===== config.mk =====
export PLATFORM = sky130hd
export DESIGN_NAME = reg_bank
export DESIGN_NICKNAME = d
export VERILOG_FILES = /design/src/rtl/reg_bank_pkg.sv /design/src/rtl/reg_bank_alu.sv /design/src/rtl/reg_bank.sv
export SDC_FILE = /design/constraint.sdc
export NUM_CORES = 1
export LEC_CHECK = 0
export BUFFER_PORTS_ARGS = -buffer_cell sky130_fd_sc_hd__buf_2
export CORE_ASPECT_RATIO = 0.75
export CORE_MARGIN = 2
export CORE_UTILIZATION = 50
export CTS_BUF_LIST = sky130_fd_sc_hd__clkbuf_16
export CTS_CLUSTER_DIAMETER = 50
export DETAILED_ROUTE_END_ITERATION = 7
export GPL_TIMING_DRIVEN = 0
export HOLD_SLACK_MARGIN = 0.15
export MAX_ROUTING_LAYER = met4
export PLACE_DENSITY = 0.75
export SLEW_MARGIN = 20
export SYNTH_ARGS = -nofsm -noshare
export SYNTH_HDL_FRONTEND = slang
export SYNTH_SLANG_ARGS = --single-unit

===== constraint.sdc =====
create_clock -name clk -period 4.5 [get_ports clk]
set_input_delay 0.225 -clock clk [delete_from_list [all_inputs] [get_ports clk]]
set_output_delay 0.225 -clock clk [all_outputs]
set_load 0.01 [all_outputs]

===== src/rtl/reg_bank_pkg.sv =====
// Shared types for the register bank: opcode encoding and the SWAP sequencing states.
package reg_bank_pkg;

  typedef enum logic [2:0] {
    OP_NOP  = 3'd0,
    OP_LOAD = 3'd1,
    OP_INC  = 3'd2,
    OP_DEC  = 3'd3,
    OP_SHL  = 3'd4,
    OP_SHR  = 3'd5,
    OP_CLR  = 3'd6,
    OP_SWAP = 3'd7
  } op_e;

  typedef enum logic {
    IDLE  = 1'b0,
    SWAP2 = 1'b1
  } state_e;

endpackage


===== src/rtl/reg_bank_alu.sv =====
// Combinational next-value and carry computation for a single register update.
module reg_bank_alu
  import reg_bank_pkg::*;
#(
  parameter int WIDTH = 16
) (
  input  op_e              op,
  input  logic [WIDTH-1:0] old_val,
  input  logic [WIDTH-1:0] load_val,
  output logic [WIDTH-1:0] new_val,
  output logic             carry_out,
  output logic             carry_we
);

  localparam logic [WIDTH-1:0] ONE = WIDTH'(1);

  // NOTE: every output gets a default before the case so no path can infer a latch.
  always_comb begin
    new_val   = old_val;
    carry_out = 1'b0;
    carry_we  = 1'b0;
    unique case (op)
      OP_LOAD: new_val = load_val;
      OP_INC: begin
        new_val   = old_val + ONE;
        carry_out = &old_val;
        carry_we  = 1'b1;
      end
      OP_DEC: begin
        new_val   = old_val - ONE;
        carry_out = ~|old_val;
        carry_we  = 1'b1;
      end
      OP_SHL: begin
        new_val   = {old_val[WIDTH-2:0], 1'b0};
        carry_out = old_val[WIDTH-1];
        carry_we  = 1'b1;
      end
      OP_SHR: begin
        new_val   = {1'b0, old_val[WIDTH-1:1]};
        carry_out = old_val[0];
        carry_we  = 1'b1;
      end
      OP_CLR:  new_val = '0;
      default: ;
    endcase
  end

endmodule


===== src/rtl/reg_bank.sv =====
// Small register bank with in-place arithmetic ops and a two-cycle SWAP.
// Define REG_BANK_BYPASS_EN to forward same-cycle LOAD data onto the read ports.
module reg_bank
  import reg_bank_pkg::*;
#(
  parameter  int WIDTH = 16,
  parameter  int DEPTH = 4,
  localparam int AW    = (DEPTH > 2) ? $clog2(DEPTH) : 1
) (
  input  logic             clk,
  input  logic             rst,
  input  logic             op_valid,
  input  logic [2:0]       op,
  input  logic [AW-1:0]    wa,
  input  logic [AW-1:0]    sa,
  input  logic [WIDTH-1:0] bus,
  input  logic [AW-1:0]    ra0,
  input  logic [AW-1:0]    ra1,
  output logic [WIDTH-1:0] rd0,
  output logic [WIDTH-1:0] rd1,
  output logic             zero0,
  output logic             carry,
  output logic             op_ready
);

  function automatic logic in_range(input logic [AW-1:0] idx);
    return int'(idx) < DEPTH;
  endfunction

  logic [WIDTH-1:0] regs [DEPTH];
  logic [WIDTH-1:0] tmp_q;
  logic [AW-1:0]    sa_q;
  logic             carry_q;
  state_e           state_q, state_d;

  op_e              op_cur;
  logic             accept, wa_ok;
  logic [WIDTH-1:0] old_wa, old_sa;
  logic [WIDTH-1:0] alu_val;
  logic             alu_carry, alu_carry_we;

  assign op_cur   = op_e'(op);
  assign op_ready = (state_q == IDLE);
  assign accept   = op_valid && op_ready;
  assign wa_ok    = in_range(wa);
  assign old_wa   = wa_ok ? regs[wa] : '0;
  assign old_sa   = in_range(sa) ? regs[sa] : '0;
  assign carry    = carry_q;

  reg_bank_alu #(.WIDTH(WIDTH)) u_alu (
    .op        (op_cur),
    .old_val   (old_wa),
    .load_val  (bus),
    .new_val   (alu_val),
    .carry_out (alu_carry),
    .carry_we  (alu_carry_we)
  );

  always_comb begin
    state_d = state_q;
    unique case (state_q)
      IDLE:    if (accept && op_cur == OP_SWAP) state_d = SWAP2;
      SWAP2:   state_d = IDLE;
      default: state_d = IDLE;
    endcase
  end

  // NOTE: the register array is reset entry by entry so an aborted SWAP leaves nothing behind.
  // NOTE: sequential state uses non-blocking assignments so every update sees pre-edge values.
  always_ff @(posedge clk) begin
    if (rst) begin
      for (int i = 0; i < DEPTH; i++) regs[i] <= '0;
      tmp_q   <= '0;
      sa_q    <= '0;
      carry_q <= 1'b0;
      state_q <= IDLE;
    end else begin
      state_q <= state_d;
      if (state_q == SWAP2) begin
        if (in_range(sa_q)) regs[sa_q] <= tmp_q;
      end else if (accept) begin
        if (op_cur == OP_SWAP) begin
          tmp_q <= old_wa;
          sa_q  <= sa;
          if (wa_ok) regs[wa] <= old_sa;
        end else if (wa_ok) begin
          regs[wa] <= alu_val;
        end
        if (alu_carry_we) carry_q <= alu_carry;
      end
    end
  end

  // Reads see the array before this cycle's write unless bypass forwards a LOAD.
  always_comb begin
    rd0 = in_range(ra0) ? regs[ra0] : '0;
    rd1 = in_range(ra1) ? regs[ra1] : '0;
`ifdef REG_BANK_BYPASS_EN
    if (accept && op_cur == OP_LOAD && wa_ok) begin
      if (ra0 == wa) rd0 = bus;
      if (ra1 == wa) rd1 = bus;
    end
`else
`endif
    zero0 = (rd0 == '0);
  end

endmodule

# After elaboration in Yosys (flattened, before gate mapping)
# Memory sizes are Yosys's and may differ from the RTL's.
# Index checks and enable logic that the tools add are counted.
[op_classes]
addsub = 2
n_bitwise = 2
n_reduce_logical = 11
eq_ne = 7
muxes = 27
[op_table]
columns = ["operator", "n"]
rows = [
  ["case mux 16 bit (6 select lines)", 1],
  ["2-to-1 mux 16 bit", 3],
  ["OR reduction 16 bit", 3],
  ["2-to-1 mux 1 bit", 19],
  ["adder 16 x 1 -> 16 bit, second input constant", 1],
  ["zero test 16 bit", 1],
  ["AND reduction 16 bit", 1],
  ["subtractor 16 x 1 -> 16 bit, second input constant", 1],
  ["equality test 3 bit, second input constant", 4],
  ["equality test 3 x 2 -> 1 bit, second input constant", 2],
  ["AND reduction 3 bit", 2],
  ["2-to-1 mux 2 bit", 2],
  ["case mux 1 bit (4 select lines)", 1],
  ["OR reduction 4 bit", 1],
  ["equality test 3 x 1 -> 1 bit, second input constant", 1],
  ["logical AND 1 bit", 2],
  ["case mux 1 bit (2 select lines)", 1],
  ["zero test 1 bit", 1],
  ["NOT 1 bit", 1],
  ["bitwise OR 1 bit", 1],
]
[word_totals]
out_inout_bits = 35
mem_bits_rw = 64
memories = 1
wordCells = 54
ff_bits = 20
inputBits = 30
[mem_list]
columns = ["name", "words", "word_bits", "rd", "rd_clocked_by_memory_dff", "write_ports", "line", "text"]
rows = [
  ["regs", 4, 16, 4, 0, 4, "reg_bank.sv:30", "logic [WIDTH-1:0] regs [DEPTH];"],
]

# Logic depth before layout (Yosys ltp)
[logic_depth]
word_depth = 9
depth_mapped = 12
mapped_depth_nobuf = 9

# Modules after synthesis
# From an unflattened synthesis, not the netlist that was laid out.
[hier_totals]
hier_cells = 560
area_unflattened_um2 = 6259.8
[by_module_without_submodules]
columns = ["mod", "area_each_um2", "instances", "seq_area_each_um2", "cells_each"]
rows = [
  ["reg_bank", 4778.3, 1, 2322.2, 347],
  ["reg_bank_alu", 1481.4, 1, 0.0, 213],
]

# Least setup slack after synthesis
# OpenSTA, ideal clock, no wires.
[synth_path]
path_kind = "in2reg"
start = "in op[2]"
end = "mem regs[0][14], data pin"
required_time_ns = 4.235
path_buffers = 2
arrival_ns = 3.271
setup_ns = 0.265
path_slack_ns = 0.964
stages = 11
cell_sequence = "clkbuf_1 -> nand2b_1 -> clkbuf_1 -> nor2_1 -> ha_1 -> a21o_1 -> a21o_1 -> a221o_1 -> or4_1 -> a31oi_1 -> nor2_1"
[synth_rtl]
columns = ["item", "line", "text"]
rows = [
  ["start: declaration", "reg_bank.sv:13", "input logic [2:0] op,"],
  ["end: declaration", "reg_bank.sv:30", ""],
]

==> impl_results.md <==
- Leak pwr: 0.002675 µW
- Port bufs: 53
- Worst EP required: 4.58 ns
- Shortest period the worst path allows: 4.116 ns
- Status: finished, final reports clean
- Pins over their slew limit: 0
- Most common cell after layout, fill and taps aside: nand2_1
- DR vias: 5886
- Worst-Skew Late Latency: 0.35 ns
- Setup repair bufs after CTS: 0
- Final Skew: 0.006421 ns
- Worst-Margin Slew: 1.031 ns
- DRT iter0 DRCs: 779
- Core Region: 12350 µm²
- Fillers: 1072
- RSZ-0062 raised after global routing: false
- CP Class: primary input to register
- FMAX: 243.0 MHz
- GRT overflow: 0
- CTS resizes: 0
- Post-Synthesis Cells: 601
- Max Cap Violations: 0
- Power Dens Cells: 313.6 nW/µm²
- Drt wl/cell: 25.30 µm
- # IOs: 65
- Via density per instance: 7.024
- Rows: 35
- Worst rel slew slack: 31.26%
- Post-synthesis cell area: 6340 µm²
- First-pass GRT wire length: 32210 µm
- CP max FO: 15
- TritonCTS clock tree: built
- Root Buffer: clkbuf_16
- Layout cells sized above 1: 21.76%
- # H-tree levels: 3
- Vias in the first global route: 5439
- Syn avg cell area: 10.55 µm²
- DP HPWL: 15670 µm
- Die X: 134.0 µm
- Critical Path AT: 4.19 ns
- Syn Nets: 646
- Asr flop ratio synth: 0%
- Final Cycle Share: 91.46%
- Primary FF master, synth: edfxtp_1
- Area added between synthesis and finish: 12.69%
- Detailed Route WL: 21200 µm
- Final hold viol count: 0
- CTS Buf Count: 9
- Die area: 13610 µm²
- Reg clk slew, reported paths: 0.06 ns
- Most frequent cells in the layout: 79 x nand2_1, 66 x mux4_2, 64 x edfxtp_1, 57 x nor2_1, 56 x buf_2
- Peak supply drop: 203.1 µV
- Final setup vio count: 0
- Fin util: 57.85%
- Hold Path Class: primary input to register
- Sequential cell area fraction in the yosys report: 36.63%
- Largest net degree at the start of global routing: 17
- Number of antenna violations at the first check in global routing: 1
- Post-Place Cells: 821
- Post-synth EDFFs: 64
- Layout Nets: 711
- Cts hold-fix bufs: 0
- Clock sinks: 84
- Synthesized flop and latch total: 84
- CTS max path bufs: 2
- Fin cells: 838
- Design Power: 2241 µW
- Initial Utilization: 51.34%
- Yosys warns: 0
- Die Span Y: 101.5 µm
- Gr usage total: 33.30%
- DRT antenna net count: 0
- Crit end category: register
- Placer Congestion: 0.9527
- Remaining DRCs: 0
- Post-synth cell types: 60
- Pre-Repair DR Iteration Count: 6
- Critical Path Start Type: primary input
## cell type report
type	instances	area, µm²	area share [%]
Multi-Input combinational cell	451	3756	52.57
Tap cell	166	207.7	2.907
Inverter	21	78.83	1.103
Antenna cell	1	2.502	0.03503
Sequential cell	84	2322	32.50
Buffer	45	187.7	2.627
Timing Repair Buffer	54	280.3	3.923
Clock inverter	7	83.83	1.173
Clock buffer	9	225.2	3.152
## cells by family after synthesis
kind of cell / after synthesis / share of synthesized area [%]
simple gates: 207 / 15.14
compound gates: 152 / 15.81
flops: 84 / 36.63
mux: 73 / 24.59
buf+inv: 66 / 4.204
fa+ha+maj: 15 / 3.079
xor+xnor: 4 / 0.5527
## critical path: stages
cell and delay, ns:
buf_2 0.14, clkinv_1 0.30, clkbuf_1 0.36, nor2_2 0.71
ha_1 0.41, o21a_1 0.21, o21ai_0 0.65, nor3_2 0.15
o211a_1 0.27, o41ai_2 0.65, inv_1 0.11
## cell usage after synthesis, drive strengths merged (4+ instances only)
library cell | instances | area (µm²)
a211oi | 6 | 45.04
a21o | 8 | 60.06
a21oi | 51 | 255.2
a22oi | 6 | 45.04
a31oi | 6 | 37.54
and3 | 4 | 25.02
and4 | 4 | 35.03
buf | 10 | 56.30
clkbuf | 35 | 131.4
dfxtp | 20 | 400.4
edfxtp | 64 | 1922
ha | 14 | 175.2
inv | 20 | 75.07
mux2i | 5 | 50.05
mux4 | 66 | 1486
nand2 | 79 | 296.5
nand2b | 8 | 50.05
nand3 | 10 | 50.05
nand4 | 7 | 43.79
nor2 | 59 | 221.5
nor3 | 6 | 35.03
nor3b | 8 | 60.06
nor4 | 10 | 62.56
o211ai | 4 | 30.03
o21a | 6 | 45.04
o21ai | 25 | 125.1
o22ai | 6 | 37.54
o31ai | 5 | 37.54
## metrics by stage
step / setup slack [ns] / hold slack, ns / setup TNS, ns / instance area, µm²
after CTS: 0.5296 / 0.3602 / 0 / 7142
after global placement: -0.1597 / 0.4427 / -1.928 / 6813
after detailed placement: 0.1738 / 0.4506 / 0 / 6833
final: 0.3842 / 0.3785 / 0 / 7144
after floorplan: 0.9640 / 0.4360 / 0 / 6340
after global routing: 0.1774 / 0.4158 / 0 / 7144
## state kept, by name (all words and copies together), names as in the netlist
register	flops
carry	1
state_q	1
sa_q	2
tmp_q	16
regs	64
## power by group
part	total (µW)	switching [µW]	leakage [µW]	internal (µW)
Combinational	549	333	0.00169	216
Sequential	915	35.7	0.000827	879
Clock	777	298	0.000155	479
## layer usage
metal,GRT usage (%),part of all wire [%],vias to the layer above
met4,10.77,3.0,0
met1,46.73,40,2931
met3,8.308,12,56
met2,47.89,45,408
met5,-,0,-
li1,-,-,2491
## path summary, 6_finish.rpt
kind	start	to	slack (ns)	depth (start not counted)
min reg2reg	tmp_q[10]	tmp_q[10]	0.46	2
max	op[0]	regs[3][15]	0.38	11
min	op_valid	carry	0.38	5
max reg2reg	regs[3][3]	regs[3][15]	0.79	8
Power figures use the tool's default switching activity.
